`src/rtl/tap_seq_pkg.sv`:
```
`default_nettype none
// ============================================================================
// Module   : tap_seq_pkg
// Purpose  : Shared types and default constants for the tap-down sequencer.
//            Holds the two-state FSM encoding and the default counter
//            width / start value (63 taps, indices 62..0).
// Revision : 1.0 - initial release
// ============================================================================
package tap_seq_pkg;

    typedef enum logic [0:0] {
        IDLE = 1'b0,
        RUN  = 1'b1
    } tap_state_e;

    localparam int TAP_WIDTH = 6;
    localparam int TAP_TOP   = 62;

endpackage : tap_seq_pkg
`default_nettype wire

```
`src/rtl/tap_down_count.sv`:
```
`default_nettype none
// ============================================================================
// Module   : tap_down_count
// Purpose  : Tap index register with synchronous load, reload-to-top and
//            saturating decrement, plus the ripple-borrow output used to
//            cascade stages.
// Ports    : clk       - rising-edge clock
//            clr_n     - synchronous active-low clear (Q <= 0)
//            ld        - parallel load of d (highest priority after clear)
//            load_top  - reload the start value TOP
//            dec       - decrement by one (ignored when q is zero)
//            ent       - trickle enable, gates the borrow output
//            d         - parallel load value
//            q         - current tap index (registered)
//            rbo       - ripple-borrow out: ent AND (q == 0), combinational
// Revision : 1.0 - initial release
// ============================================================================
module tap_down_count
    import tap_seq_pkg::*;
#(
    parameter int WIDTH = TAP_WIDTH,
    parameter int TOP   = TAP_TOP
) (
    input  logic             clk,
    input  logic             clr_n,
    input  logic             ld,
    input  logic             load_top,
    input  logic             dec,
    input  logic             ent,
    input  logic [WIDTH-1:0] d,
    output logic [WIDTH-1:0] q,
    output logic             rbo
);

    localparam logic [WIDTH-1:0] C_TOP = WIDTH'(TOP);

    logic [WIDTH-1:0] r_q;
    logic             w_q_zero;

    assign w_q_zero = (r_q == '0);

    always_ff @(posedge clk) begin
        if (!clr_n) begin
            r_q <= '0;
        end else if (ld) begin
            r_q <= d;
        end else if (load_top) begin
            r_q <= C_TOP;
        end else if (dec && !w_q_zero) begin
            // Zero is a terminal condition handled by the FSM; never wrap.
            r_q <= r_q - 1'b1;
        end
    end

    assign q   = r_q;
    assign rbo = ent & w_q_zero;

endmodule : tap_down_count
`default_nettype wire

```
`src/rtl/tap_down_sequencer.sv`:
```
`default_nettype none
// ============================================================================
// Module   : tap_down_sequencer
// Purpose  : Walks a tap index from TOP down to 0 once per START, with
//            parallel/trickle count enables, parallel load, a BUSY flag and
//            a one-cycle DONE pulse on the terminal edge.
// Ports    : CLK    - rising-edge clock
//            CLR_N  - synchronous active-low reset
//            START  - begin a pass (sampled only in IDLE)
//            LD     - parallel load of D into Q (any state)
//            ENP    - parallel count enable
//            ENT    - trickle count enable, also gates RBO
//            D      - load value
//            Q      - current tap index (registered)
//            RBO    - ripple-borrow out, ENT AND (Q == 0)
//            BUSY   - high while in RUN (registered)
//            DONE   - one-cycle pulse after the terminal edge (registered)
// Config   : TAP_SEQ_AUTO_RESTART_EN - when defined, the terminal edge
//            reloads TOP and stays in RUN for continuous passes; otherwise
//            the sequencer returns to IDLE with Q held at 0.
// Revision : 1.0 - initial release
// ============================================================================
module tap_down_sequencer
    import tap_seq_pkg::*;
#(
    parameter int WIDTH = TAP_WIDTH,
    parameter int TOP   = TAP_TOP
) (
    input  logic             CLK,
    input  logic             CLR_N,
    input  logic             START,
    input  logic             LD,
    input  logic             ENP,
    input  logic             ENT,
    input  logic [WIDTH-1:0] D,
    output logic [WIDTH-1:0] Q,
    output logic             RBO,
    output logic             BUSY,
    output logic             DONE
);

    tap_state_e r_state;
    tap_state_e w_state_next;
    logic       r_done;
    logic       w_count_en;
    logic       w_q_zero;
    logic       w_terminal;
    logic       w_load_top;
    logic       w_dec;

    assign w_count_en = ENP & ENT;
    assign w_q_zero   = (Q == '0);
    // LD outranks the terminal edge, so a load there cancels DONE.
    assign w_terminal = (r_state == RUN) & w_count_en & w_q_zero & ~LD;

    always_comb begin
        w_state_next = r_state;
        w_load_top   = 1'b0;
        w_dec        = 1'b0;
        case (r_state)
            IDLE: begin
                if (START && !LD) begin
                    w_state_next = RUN;
                    w_load_top   = 1'b1;
                end
            end
            RUN: begin
                if (!LD && w_count_en) begin
                    if (w_q_zero) begin
`ifdef TAP_SEQ_AUTO_RESTART_EN
                        w_load_top   = 1'b1;
`else
                        w_state_next = IDLE;
`endif
                    end else begin
                        w_dec = 1'b1;
                    end
                end
            end
            default: begin
                w_state_next = IDLE;
            end
        endcase
    end

    always_ff @(posedge CLK) begin
        if (!CLR_N) begin
            r_state <= IDLE;
            r_done  <= 1'b0;
        end else begin
            r_state <= w_state_next;
            r_done  <= w_terminal;
        end
    end

    assign BUSY = (r_state == RUN);
    assign DONE = r_done;

    tap_down_count #(
        .WIDTH (WIDTH),
        .TOP   (TOP)
    ) u_count (
        .clk      (CLK),
        .clr_n    (CLR_N),
        .ld       (LD),
        .load_top (w_load_top),
        .dec      (w_dec),
        .ent      (ENT),
        .d        (D),
        .q        (Q),
        .rbo      (RBO)
    );

endmodule : tap_down_sequencer
`default_nettype wire

```
`config.mk`:
```
export PLATFORM = sky130hd
export DESIGN_NAME = tap_down_sequencer
export DESIGN_NICKNAME = d
export VERILOG_FILES = /design/src/rtl/tap_seq_pkg.sv /design/src/rtl/tap_down_count.sv /design/src/rtl/tap_down_sequencer.sv
export SDC_FILE = /design/constraint.sdc
export NUM_CORES = 1
export LEC_CHECK = 0
export ABC_CLOCK_PERIOD_IN_PS = 2000
export BUFFER_PORTS_ARGS = -buffer_cell sky130_fd_sc_hd__buf_2
export CAP_MARGIN = 5
export CORE_AREA = 2 2 39 41
export DETAILED_ROUTE_END_ITERATION = 6
export DIE_AREA = 0 0 41 43
export PLACE_DENSITY = 0.7
export SLEW_MARGIN = 0
export SYNTH_ARGS = -nofsm -noshare
export SYNTH_HDL_FRONTEND = slang
export SYNTH_HIERARCHICAL = 1
export SYNTH_SLANG_ARGS = --single-unit
```
`constraint.sdc`:
```
create_clock -name CLK -period 2 [get_ports CLK]
set_input_delay 0.4 -clock CLK [delete_from_list [all_inputs] [get_ports CLK]]
set_output_delay 0.4 -clock CLK [all_outputs]
set_load 0.02 [all_outputs]
```
Word level (Yosys, flattened, before mapping):

Cells that the tools add are included.
W data, S select, Z words.

* register bits after elaboration: 8
* bits of input ports: 12
* output and inout bits: 9
* logic and storage cells: 28

* add/sub/neg operators: 1
* mux-type cells: 10
* bitwise gates (word level): 7
* reduce and logical (&&, ||, !) cells: 7

Operator list (count)
* $mux W6: 3
* $logic_not A6 Y1: 1
* $mux W1: 6
* $sub A6 B1 Y6 const B: 1
* $and A1 B1 Y1: 5
* $logic_and A1 B1 Y1: 3
* $reduce_bool A3 Y1: 1
* $logic_not A1 Y1: 2
* $not A1 Y1: 2
* $pmux W1 S2: 1

Longest topological paths before layout:

Gate-level depths: netlist (run 1).

* depth in word-level cells: 8
* mapped depth: 6

By module:

Netlist (run 1), hierarchy kept.

By module, submodules not included
* tap_down_count: instances 1, cells an instance 47, area an instance 390.4 um^2
* tap_down_sequencer: instances 1, cells an instance 11, area an instance 112.6 um^2

Worst setup path after synthesis (run 1):

Ideal clock, no wire load.

* path kind: register to register
* from: register u_count.r_q[2], in the netlist u_count/q[2]
* to: register u_count.r_q[0], in the netlist u_count/q[0]
* data arrival time: 1609 ps
* setup slack: 272 ps
* stages on the path, launching flop included: 7
* buffers on the path: 0
* clock period less this slack: 1728 ps
* cells stage by stage: dfxtp_1 or4_4 nor3_4 nor2b_1 inv_1 a211oi_1 a211o_1

* cells in the longest elaborated chain, start to end: 6

RTL lines
* start, declared: RTL line tap_down_count.sv:37 `logic [WIDTH-1:0] r_q;`
* start signal, assigned: RTL line tap_down_count.sv:51 `r_q <= r_q - 1'b1;`
* $logic_not A6 Y1: RTL line tap_down_sequencer.sv:52 `assign w_q_zero = (Q == '0);`
* $mux W1: RTL line tap_down_sequencer.sv:69 `if (w_q_zero) begin`
* $mux W1: RTL line tap_down_sequencer.sv:68 `if (!LD && w_count_en) begin`
* $mux W1: RTL line tap_down_sequencer.sv:60 `case (r_state)`
* named net w_dec: RTL line tap_down_sequencer.sv:49 `logic w_dec;`
* $logic_and A1 B1 Y1: RTL line tap_down_count.sv:49 `end else if (dec && !w_q_zero) begin`
* $reduce_bool A3 Y1 (no line)

The timed path passes the listed nets, and every way through them passes these cells.
A chain may end at the register's enable or synchronous reset.

Worst setup path in the final report (run 1):

* from: register u_count.r_q[1], in the netlist u_count/q[1]
* to: output port RBO

* cells in the longest elaborated chain, start to end: 2

RTL lines
* $logic_not A6 Y1: RTL line tap_down_count.sv:40 `assign w_q_zero = (r_q == '0);`
* $and A1 B1 Y1: RTL line tap_down_count.sv:56 `assign rbo = ent & w_q_zero;`
* end, declared: RTL line tap_down_sequencer.sv:37 `output logic RBO,`

Every way passes these cells.

==> qor.yml, run 1 <==
fmax_ghz: 0.5310
tightest_slew_ns: 0.3590
io_pins: 21
yosysWarnings: 6
antenna_found_initial: 0
routabilityCongestion: 0.8074
period_minus_slack_ns: 1.883
synth_compound_area_share_pct: 28.86
ys_seq_area_share_pct: 31.84
final_nets: 101
syn_nets: 72
synth_xor_area_share_pct: 0
ys_top_cells_by_area: "dfxtp_1 32%, o21ai_0 7.0%, a31oi_1 5.0%"
synthCells: 58
htreeDepth: 1
max_cap_viol_count: 0
port-buffer-count: 20
finalSetupViolCount: 0
post_drt_via_cell_ratio: 5.861
cts_sinks: 8
pwr-share-clk_pct: 29.8
synth_area_sq_um: 503.0
skew_ns: 0.0009459
drc_errors: 0
post-route-util_pct: 49.10
power_per_cell_area_nw_per_um2: 639.4
clock_path_buffers: 2
switchingPower_uw: 142.6
min_path_type: "input pin to register"
drive_gt1_share_pct: 38.82
grt_pass1_vias: 487
synth_top_area_share_pct: 31.84
area_growth_pct: 35.07
avgSynthCellArea_sq_um: 8.672
yosysTopAreaCell: "dfxtp_1"
synth_top_family_by_area: "simple AND/OR/NAND/NOR gates"
dieArea_sq_um: 1763
worstPathArrival_ns: 1.48
die_width_microns: 41
postCtsSetupBuffers: 0
internal-power_uw: 291.9
hold_viol_final: 0
dp_slack_ns: 0.1365
outcome: "finished clean"
fin_ws_ns: 0.1166
cp-start-kind: "register"
wire_per_inst_microns: 14.04
ys_types: 28
drt_iter0_markers: 32
vias: 592
fp.dieH_microns: 43
cts_tree: "done"
cts.clk_slew.worst_paths_ns: 0.06
synth_fa_ha_area_share_pct: 4.975
critPathKind: "register to primary output"
synth-simple-area-share_pct: 31.34
slew_violations: 0
crit_required_ns: 1.60
cp_max_fo: 6
start_util_pct: 36.35
rows: 14
core_sq_um: 1384
rsz0062_at_grt: "no"
fin_crit_sh_pct: 94.17
dp_hpwl_microns: 1047
seqPwrFrac_pct: 42.6
max_slew_margin_pct: 75.82
p_sw_share_pct: 32.82
share_comb_of_total_power_pct: 27.6
p_leak_nw: 0.3126
endpoint_kind: "primary output"
drt-total-wl_microns: 1418
grt_pass1_wl_microns: 2104
grt_start_max_net_pins: 11
first_pass_iters: 4
peakVddDrop_mv: 0.2808
ys_seq_elements: 8
detail-route-antenna-nets: 0
antenna_cells: 0
tns_ns: 0
clk_latency_ns: 0.26
gr-total-overflow: 0
numCtsBuffers: 3
grtUsageTotal_pct: 18.41
postCtsHoldBufs: 0
synth_mux_area_share_pct: 0
cts-root-buf: "clkbuf_4"
[cells in the final DEF, fill, tap and decap left out, drive strengths merged, types with 2 or more instances in the layout]
| cell type | n |
|---|---|
| nor2b | 4 |
| o41ai | 2 |
| inv | 4 |
| ha | 2 |
| nor2 | 4 |
| clkbuf | 3 |
| and3 | 3 |
| dfxtp | 8 |
| nand2 | 2 |
| buf | 24 |
| o21ai | 7 |
| a211o | 2 |
| nor3 | 2 |
| or3 | 2 |
| a31oi | 4 |
[power groups by stage]
| stage | clock, mW | combinational (mW) | sequential [mW] |
|---|---|---|---|
| finish | 0.130 | 0.120 | 0.185 |
| global route | 0.146 | 0.130 | 0.188 |
| CTS | 0.136 | 0.118 | 0.184 |
| detailed placement | 0 | 0.117 | 0.188 |
| global placement | 0 | 0.116 | 0.187 |
| floorplan | 0 | 0.0533 | 0.202 |
[repair_timing]
item / 4_1_cts / 5_1_grt
endpoints found under the hold margin: 0 / 0
resized for setup: 0 / 2
endpoints found under the setup margin: 0 / 1
[worst max-delay path, cell delays in order (launching register included)]
cell	delay (ns)
dfxtp_2	0.40
inv_1	0.10
ha_1	0.21
nor2b_2	0.18
and3_1	0.18
buf_2	0.15
[final timing paths]
check / startpoint / endpoint / slack [ns] / depth (start not counted)
hold reg to reg: u_count/q[4] / u_count/q[4] / 0.56 / 2
setup / recovery: u_count/q[1] / RBO / 0.12 / 5
setup reg to reg: u_count/q[3] / u_count/q[0] / 0.21 / 6
hold / removal: D[2] / u_count/q[2] / 0.44 / 3
[synthesized netlist by cell type]
library cell,n
inv_1,4
nor4b_1,1
or4_4,1
a311oi_1,1
and4b_1,1
ha_1,2
nor2_1,4
dfxtp_1,8
nor2b_1,4
nand4_1,1
o2111ai_1,1
a211oi_1,1
a31oi_1,4
nand2b_1,1
a211o_2,1
nand2_1,2
and3_1,3
o21ai_0,7
o41ai_1,2
or3_1,1
o31ai_1,1
a21oi_1,1
a211o_1,1
nor3_4,1
or3_4,1
o2111a_1,1
or4b_1,1
nor3_1,1
[stage by stage]
step / power (mW) / hold WS, ns / std cells / cell area [sq um]
floorplan: 0.2552 / 0.5383 / 58 / 503.0
global placement: 0.3038 / 0.5370 / 98 / 653.1
detailed placement: 0.3054 / 0.5507 / 98 / 653.1
CTS: 0.4387 / 0.4295 / 101 / 675.6
global route: 0.4633 / 0.4435 / 101 / 679.4
finish: 0.4344 / 0.4423 / 101 / 679.4
[cells by family (layout without fill, tap and decap cells)]
kind of cell | Yosys count | after routing
compound gates | 21 | 21
buf+inv | 4 | 31
simple gates | 23 | 23
fa+ha+maj | 2 | 2
flops | 8 | 8
[per-layer routing]
metal / global-route usage, % / vias to the layer above / part of all wire (%)
met5: 0 / - / 0
met4: 12.00 / 0 / 0.92
met3: 3.141 / 2 / 7.1
met2: 28.13 / 23 / 51
met1: 22.33 / 282 / 41
li1: - / 285 / -
[registers in the layout (all words and copies together), names as in the netlist]
register,flops
DONE,1
u_count/q,6
BUSY,1
[area by class of cell]
type / instances / area [sq um]
Tap cell: 16 / 20.02
Clock buffer: 3 / 22.52
Inverter: 4 / 15.01
Fill cell: 137 / 704.4
Timing Repair Buffer: 24 / 130.1
Sequential cell: 8 / 161.4
Multi-Input combinational cell: 46 / 330.3
Power figures use the tool's default switching activity.
==> run 2: changes to the inputs <==
--- a/config.mk
+++ b/config.mk
@@ -11,7 +11,7 @@
 export CORE_AREA = 2 2 39 41
 export DETAILED_ROUTE_END_ITERATION = 6
 export DIE_AREA = 0 0 41 43
-export PLACE_DENSITY = 0.7
+export PLACE_DENSITY = 0.65
 export SLEW_MARGIN = 0
 export SYNTH_ARGS = -nofsm -noshare
 export SYNTH_HDL_FRONTEND = slang
==> qor.yml, run 2 (same netlist as run 1, synthesis figures left out) <==
outcome: "finished clean"  # unchanged
final_cell_mix: "20 x buf_2, 7 x dfxtp_1, 7 x o21ai_0, 5 x buf_4"  # was 20 x buf_2, 7 x dfxtp_1, 7 x o21ai_0
ff_latch_area_sq_um: 161.4  # unchanged
p_leak_nw: 0.3177  # was 0.3126 nW
drc_errors: 0  # unchanged
post-route-util_pct: 49.64  # was 49.10%
p_sw_share_pct: 32.58  # was 32.82%
io_pins: 21  # unchanged
seqPwrFrac_pct: 41.9  # was 42.6%
nFillCells: 130  # was 137
dieArea_sq_um: 1763  # unchanged
multi_input_area_sq_um: 330.3  # unchanged
finalSetupViolCount: 0  # unchanged
cp-start-kind: "register"  # unchanged
fmax_ghz: 0.5296  # was 0.5310 GHz
fin_ws_ns: 0.1116  # was 0.1166 ns
gr-total-overflow: 0  # unchanged
final_nets: 102  # was 101
fp.dieH_microns: 43  # unchanged
path_buf_inv: 2  # unchanged
drive_gt1_share_pct: 39.53  # was 38.82%
internal-power_uw: 293.9  # was 291.9 uW
slowest_delay_ns: 0.40  # about the same
port-buffer-count: 20  # unchanged
hold_viol_final: 0  # unchanged
endpoint_kind: "primary output"  # unchanged
mostFrequentLayoutCell: "buf_2"  # unchanged
numCtsBuffers: 3  # unchanged
power_uw: 436.0  # was 434.4 uW
die_width_microns: 41  # unchanged
grt_pass1_vias: 467  # was 487
critPathKind: "register to primary output"  # unchanged
core_sq_um: 1384  # unchanged
rows: 14  # unchanged
rsz0062_at_grt: "no"  # unchanged
max_slew_margin_pct: 76.09  # was 75.82%
area_growth_pct: 36.57  # was 35.07%
crit_cells: 5  # unchanged
post_drt_via_cell_ratio: 5.784  # was 5.861
drt_iter0_markers: 43  # was 32
cts_sinks: 8  # unchanged
htreeDepth: 1  # unchanged
clk_latency_ns: 0.26  # about the same
tns_ns: 0  # unchanged
peakVddDrop_mv: 0.2108  # was 0.2808 mV
slew_violations: 0  # unchanged
antenna_cells: 0  # unchanged
skew_ns: 0.0004076  # was 0.0009459 ns
postCtsHoldBufs: 0  # unchanged
first_pass_iters: 4  # unchanged
crit_required_ns: 1.60  # about the same
start_util_pct: 36.35  # unchanged
largest_register_ffs: 6  # unchanged
path_delay_family: "flip-flops"  # unchanged
reg2reg_depth: 6  # unchanged
fin_crit_sh_pct: 94.42  # was 94.17%
min_path_type: "input pin to register"  # unchanged
antenna_found_initial: 0  # unchanged
whs_path_depth: 3  # unchanged
cts-root-buf: "clkbuf_4"  # unchanged
placedInstanceArea_sq_um: 660.6  # was 653.1 sq um
grt_start_max_net_pins: 11  # unchanged
share_comb_of_total_power_pct: 28.8  # was 27.6%
worstPathArrival_ns: 1.49  # was 1.48 ns
cts_tree: "done"  # unchanged
stdcell_area_sq_um: 686.9  # was 679.4 sq um
wire_per_inst_microns: 13.73  # was 14.04 microns
power_per_cell_area_nw_per_um2: 634.7  # was 639.4 nW/um^2
grtUsageTotal_pct: 17.19  # was 18.41%
cp_max_fo: 6  # unchanged
drt-total-wl_microns: 1400  # was 1418 microns
switchingPower_uw: 142.0  # was 142.6 uW
cpMaxStageDelayCell: "dfxtp_2"  # unchanged
dp_hpwl_microns: 991  # was 1047 microns
detail-route-antenna-nets: 0  # unchanged
period_minus_slack_ns: 1.888  # was 1.883 ns
dp_slack_ns: 0.1490  # was 0.1365 ns
r2r_slack_ns: 0.28  # was 0.21 ns
routabilityCongestion: 0.7444  # was 0.8074
cp_cell_sequence: "inv_1 > ha_1 > nor2b_2 > and3_1 > buf_2"  # unchanged
pwr-share-clk_pct: 29.4  # was 29.8%
tightest_slew_ns: 0.3579  # was 0.3590 ns
grt_pass1_wl_microns: 2001  # was 2104 microns
vias: 590  # was 592
max_cap_viol_count: 0  # unchanged
clock_path_buffers: 2  # unchanged
cts.clk_slew.worst_paths_ns: 0.06  # about the same
[run 2: path summary, 6_finish.rpt]
check | startpoint | to
worst max-delay path | u_count/q[1] | RBO
worst min-delay path | D[2] | u_count/q[2]
worst max register to register | u_count/q[5] | u_count/q[0]
worst min register to register | u_count/q[4] | u_count/q[4]
[run 2: layout make-up]
cell class,instances,area share [%]
clock buffers,3,3.279
multi-input cells,46,48.09
inverters,4,2.186
flip-flops and latches,8,23.50
repair buffers,25,20.04
well taps,16,2.914
[run 2: routing by layer]
layer / vias to the layer above / share of wire [%] / GRT usage [%]
met1: 269 / 43 / 22.90
li1: 288 / - / -
met3: 4 / 8.4 / 4.712
met4: 0 / 2.4 / 10.00
met2: 29 / 46 / 23.75
met5: - / 0 / 0
[run 2: power by group through the flow]
| stage | sequential (mW) | combinational (mW) | clock, mW |
|---|---|---|---|
| after floorplan | 0.202 | 0.0533 | 0 |
| after global placement | 0.185 | 0.121 | 0 |
| after detailed placement | 0.185 | 0.121 | 0 |
| after CTS | 0.181 | 0.122 | 0.129 |
| after global routing | 0.184 | 0.136 | 0.137 |
| final | 0.183 | 0.125 | 0.128 |
[run 2: worst reg2reg max path: stages (launching register included)]
cell and delay, ns:
dfxtp_1 0.36, or4_4 0.51, nor3_4 0.16, nor2b_1 0.13, inv_1 0.11, a211oi_1 0.06, a211o_1 0.27
[run 2: metrics by stage]
stage | cells | hold slack [ns]
finish | 102 | 0.4405
global route | 102 | 0.4563
CTS | 102 | 0.4390
detailed placement | 99 | 0.5392
global placement | 99 | 0.5385
floorplan | 58 | 0.5383
[run 2: timing repair]
item	4_1_cts	5_1_grt
endpoints found under the setup margin	0	1
buffers inserted	0	0
hold endpoints to repair	0	0
resized for setup	0	2
==> run 3: changes to the inputs <==
--- a/config.mk
+++ b/config.mk
@@ -11,8 +11,8 @@
 export CORE_AREA = 2 2 39 41
 export DETAILED_ROUTE_END_ITERATION = 6
 export DIE_AREA = 0 0 41 43
-export PLACE_DENSITY = 0.65
-export SLEW_MARGIN = 0
+export PLACE_DENSITY = 0.69
+export SLEW_MARGIN = 10
 export SYNTH_ARGS = -nofsm -noshare
 export SYNTH_HDL_FRONTEND = slang
 export SYNTH_HIERARCHICAL = 1
==> qor.yml, run 3 (same netlist as run 1, synthesis figures left out) <==
outcome: "finished clean"  # unchanged
drt-total-wl_microns: 1440  # was 1400 microns
max_slew_margin_pct: 75.94  # was 76.09%
power_per_cell_area_nw_per_um2: 637.5  # was 634.7 nW/um^2
wire_per_inst_microns: 14.12  # was 13.73 microns
detail-route-antenna-nets: 0  # unchanged
htreeDepth: 1  # unchanged
first_pass_iters: 4  # unchanged
cp_max_fo: 6  # unchanged
drt_iter0_markers: 28  # was 43
crit_required_ns: 1.60  # about the same
slew_violations: 0  # unchanged
endpoint_kind: "primary output"  # unchanged
fmax_ghz: 0.5369  # was 0.5296 GHz
clk_latency_ns: 0.26  # about the same
fp.dieH_microns: 43  # unchanged
routabilityCongestion: 0.8358  # was 0.7444
post_drt_via_cell_ratio: 5.647  # was 5.784
antenna_cells: 0  # unchanged
drc_errors: 0  # unchanged
dieArea_sq_um: 1763  # unchanged
io_pins: 21  # unchanged
antenna_found_initial: 0  # unchanged
stdcell_area_sq_um: 686.9  # unchanged
gr-total-overflow: 0  # unchanged
period_minus_slack_ns: 1.863  # was 1.888 ns
placedInstanceArea_sq_um: 660.6  # unchanged
finalSetupViolCount: 0  # unchanged
grt_pass1_vias: 482  # was 467
final_nets: 102  # unchanged
rows: 14  # unchanged
area_growth_pct: 36.57  # unchanged
die_width_microns: 41  # unchanged
p_leak_nw: 0.3177  # unchanged
grt_pass1_wl_microns: 2132  # was 2001 microns
core_sq_um: 1384  # unchanged
cts.clk_slew.worst_paths_ns: 0.06  # about the same
critPathKind: "register to primary output"  # unchanged
cts-root-buf: "clkbuf_4"  # unchanged
rsz0062_at_grt: "no"  # unchanged
tns_ns: 0  # unchanged
power_uw: 437.9  # was 436.0 uW
start_util_pct: 36.35  # unchanged
instances_no_fill: 102  # unchanged
cts_tree: "done"  # unchanged
grt_start_max_net_pins: 11  # unchanged
largest_register_ffs: 6  # unchanged
skew_ns: 0.002890  # was 0.0004076 ns
vias: 576  # was 590
post-route-util_pct: 49.64  # unchanged
hold_viol_final: 0  # unchanged
max_cap_viol_count: 0  # unchanged
cts_sinks: 8  # unchanged
dp_hpwl_microns: 1086  # was 991 microns
placed_cells: 99  # unchanged
final_cell_mix: "20 x buf_2, 7 x dfxtp_1, 7 x o21ai_0, 5 x buf_4"  # unchanged
peakVddDrop_mv: 0.2557  # was 0.2108 mV
cp-start-kind: "register"  # unchanged
mostFrequentLayoutCell: "buf_2"  # unchanged
fin_crit_sh_pct: 93.13  # was 94.42%
grtUsageTotal_pct: 18.69  # was 17.19%
drive_gt1_share_pct: 39.53  # unchanged
clock_path_buffers: 2  # unchanged
port-buffer-count: 20  # unchanged
worstPathArrival_ns: 1.46  # was 1.49 ns
numCtsBuffers: 3  # unchanged
tightest_slew_ns: 0.3602  # was 0.3579 ns
min_path_type: "input pin to register"  # unchanged
-- run 3: cell counts in the layout (fill, tap and decap cells not counted) --
No cell type changed its count.
-- run 3: repair_timing --
item                       4_1_cts  5_1_grt
resized for setup                0        2
hold buffers                     0        0
hold endpoints to repair         0        0
buffers inserted                 0        0
setup endpoints to repair        0        1
-- run 3: per-layer routing --
| metal | vias to the layer above | global-route usage [%] | share of wire [%] |
|---|---|---|---|
| met5 | - | 0 | 0 |
| li1 | 286 | - | - |
| met2 | 14 | 26.56 | 45 |
| met4 | 0 | 16.00 | 4.0 |
| met3 | 5 | 3.141 | 4.3 |
| met1 | 271 | 22.90 | 46 |
-- run 3: report_power, final --
group	switching (mW)	internal (mW)	total, mW
combinational	0.0694	0.0542	0.124
clock	0.0624	0.0692	0.132
sequential	0.0120	0.171	0.183
total	0.144	0.294	0.438
-- run 3: critical path, stage by stage (launching register included) --
cell and delay (ns):
dfxtp_2 0.39, inv_1 0.09, ha_1 0.21, nor2b_2 0.18
and3_1 0.18, buf_2 0.15
-- run 3: layout make-up --
class	instances	area (sq um)
clock buffer	3	22.52
fill	148	696.9
inverter	4	15.01
multi-input combinational	46	330.3
sequential	8	161.4
tap	16	20.02
timing repair buffer	25	137.6
-- run 3: path summary, 6_finish.rpt --
path	depth (start not counted)	start	to	slack, ns
min reg2reg	2	u_count/q[4]	u_count/q[4]	0.56
min	3	D[2]	u_count/q[2]	0.42
max	5	u_count/q[1]	RBO	0.14
max reg2reg	6	u_count/q[5]	u_count/q[0]	0.27
-- run 3: metrics by stage --
stage | setup WS, ns | hold slack [ns]
2_1_floorplan | 0.2716 | 0.5383
3_3_place_gp | 0.1825 | 0.5427
3_5_place_dp | 0.1411 | 0.5468
4_1_cts | 0.04364 | 0.4250
5_1_grt | 0.02822 | 0.4390
6_report | 0.1373 | 0.4199
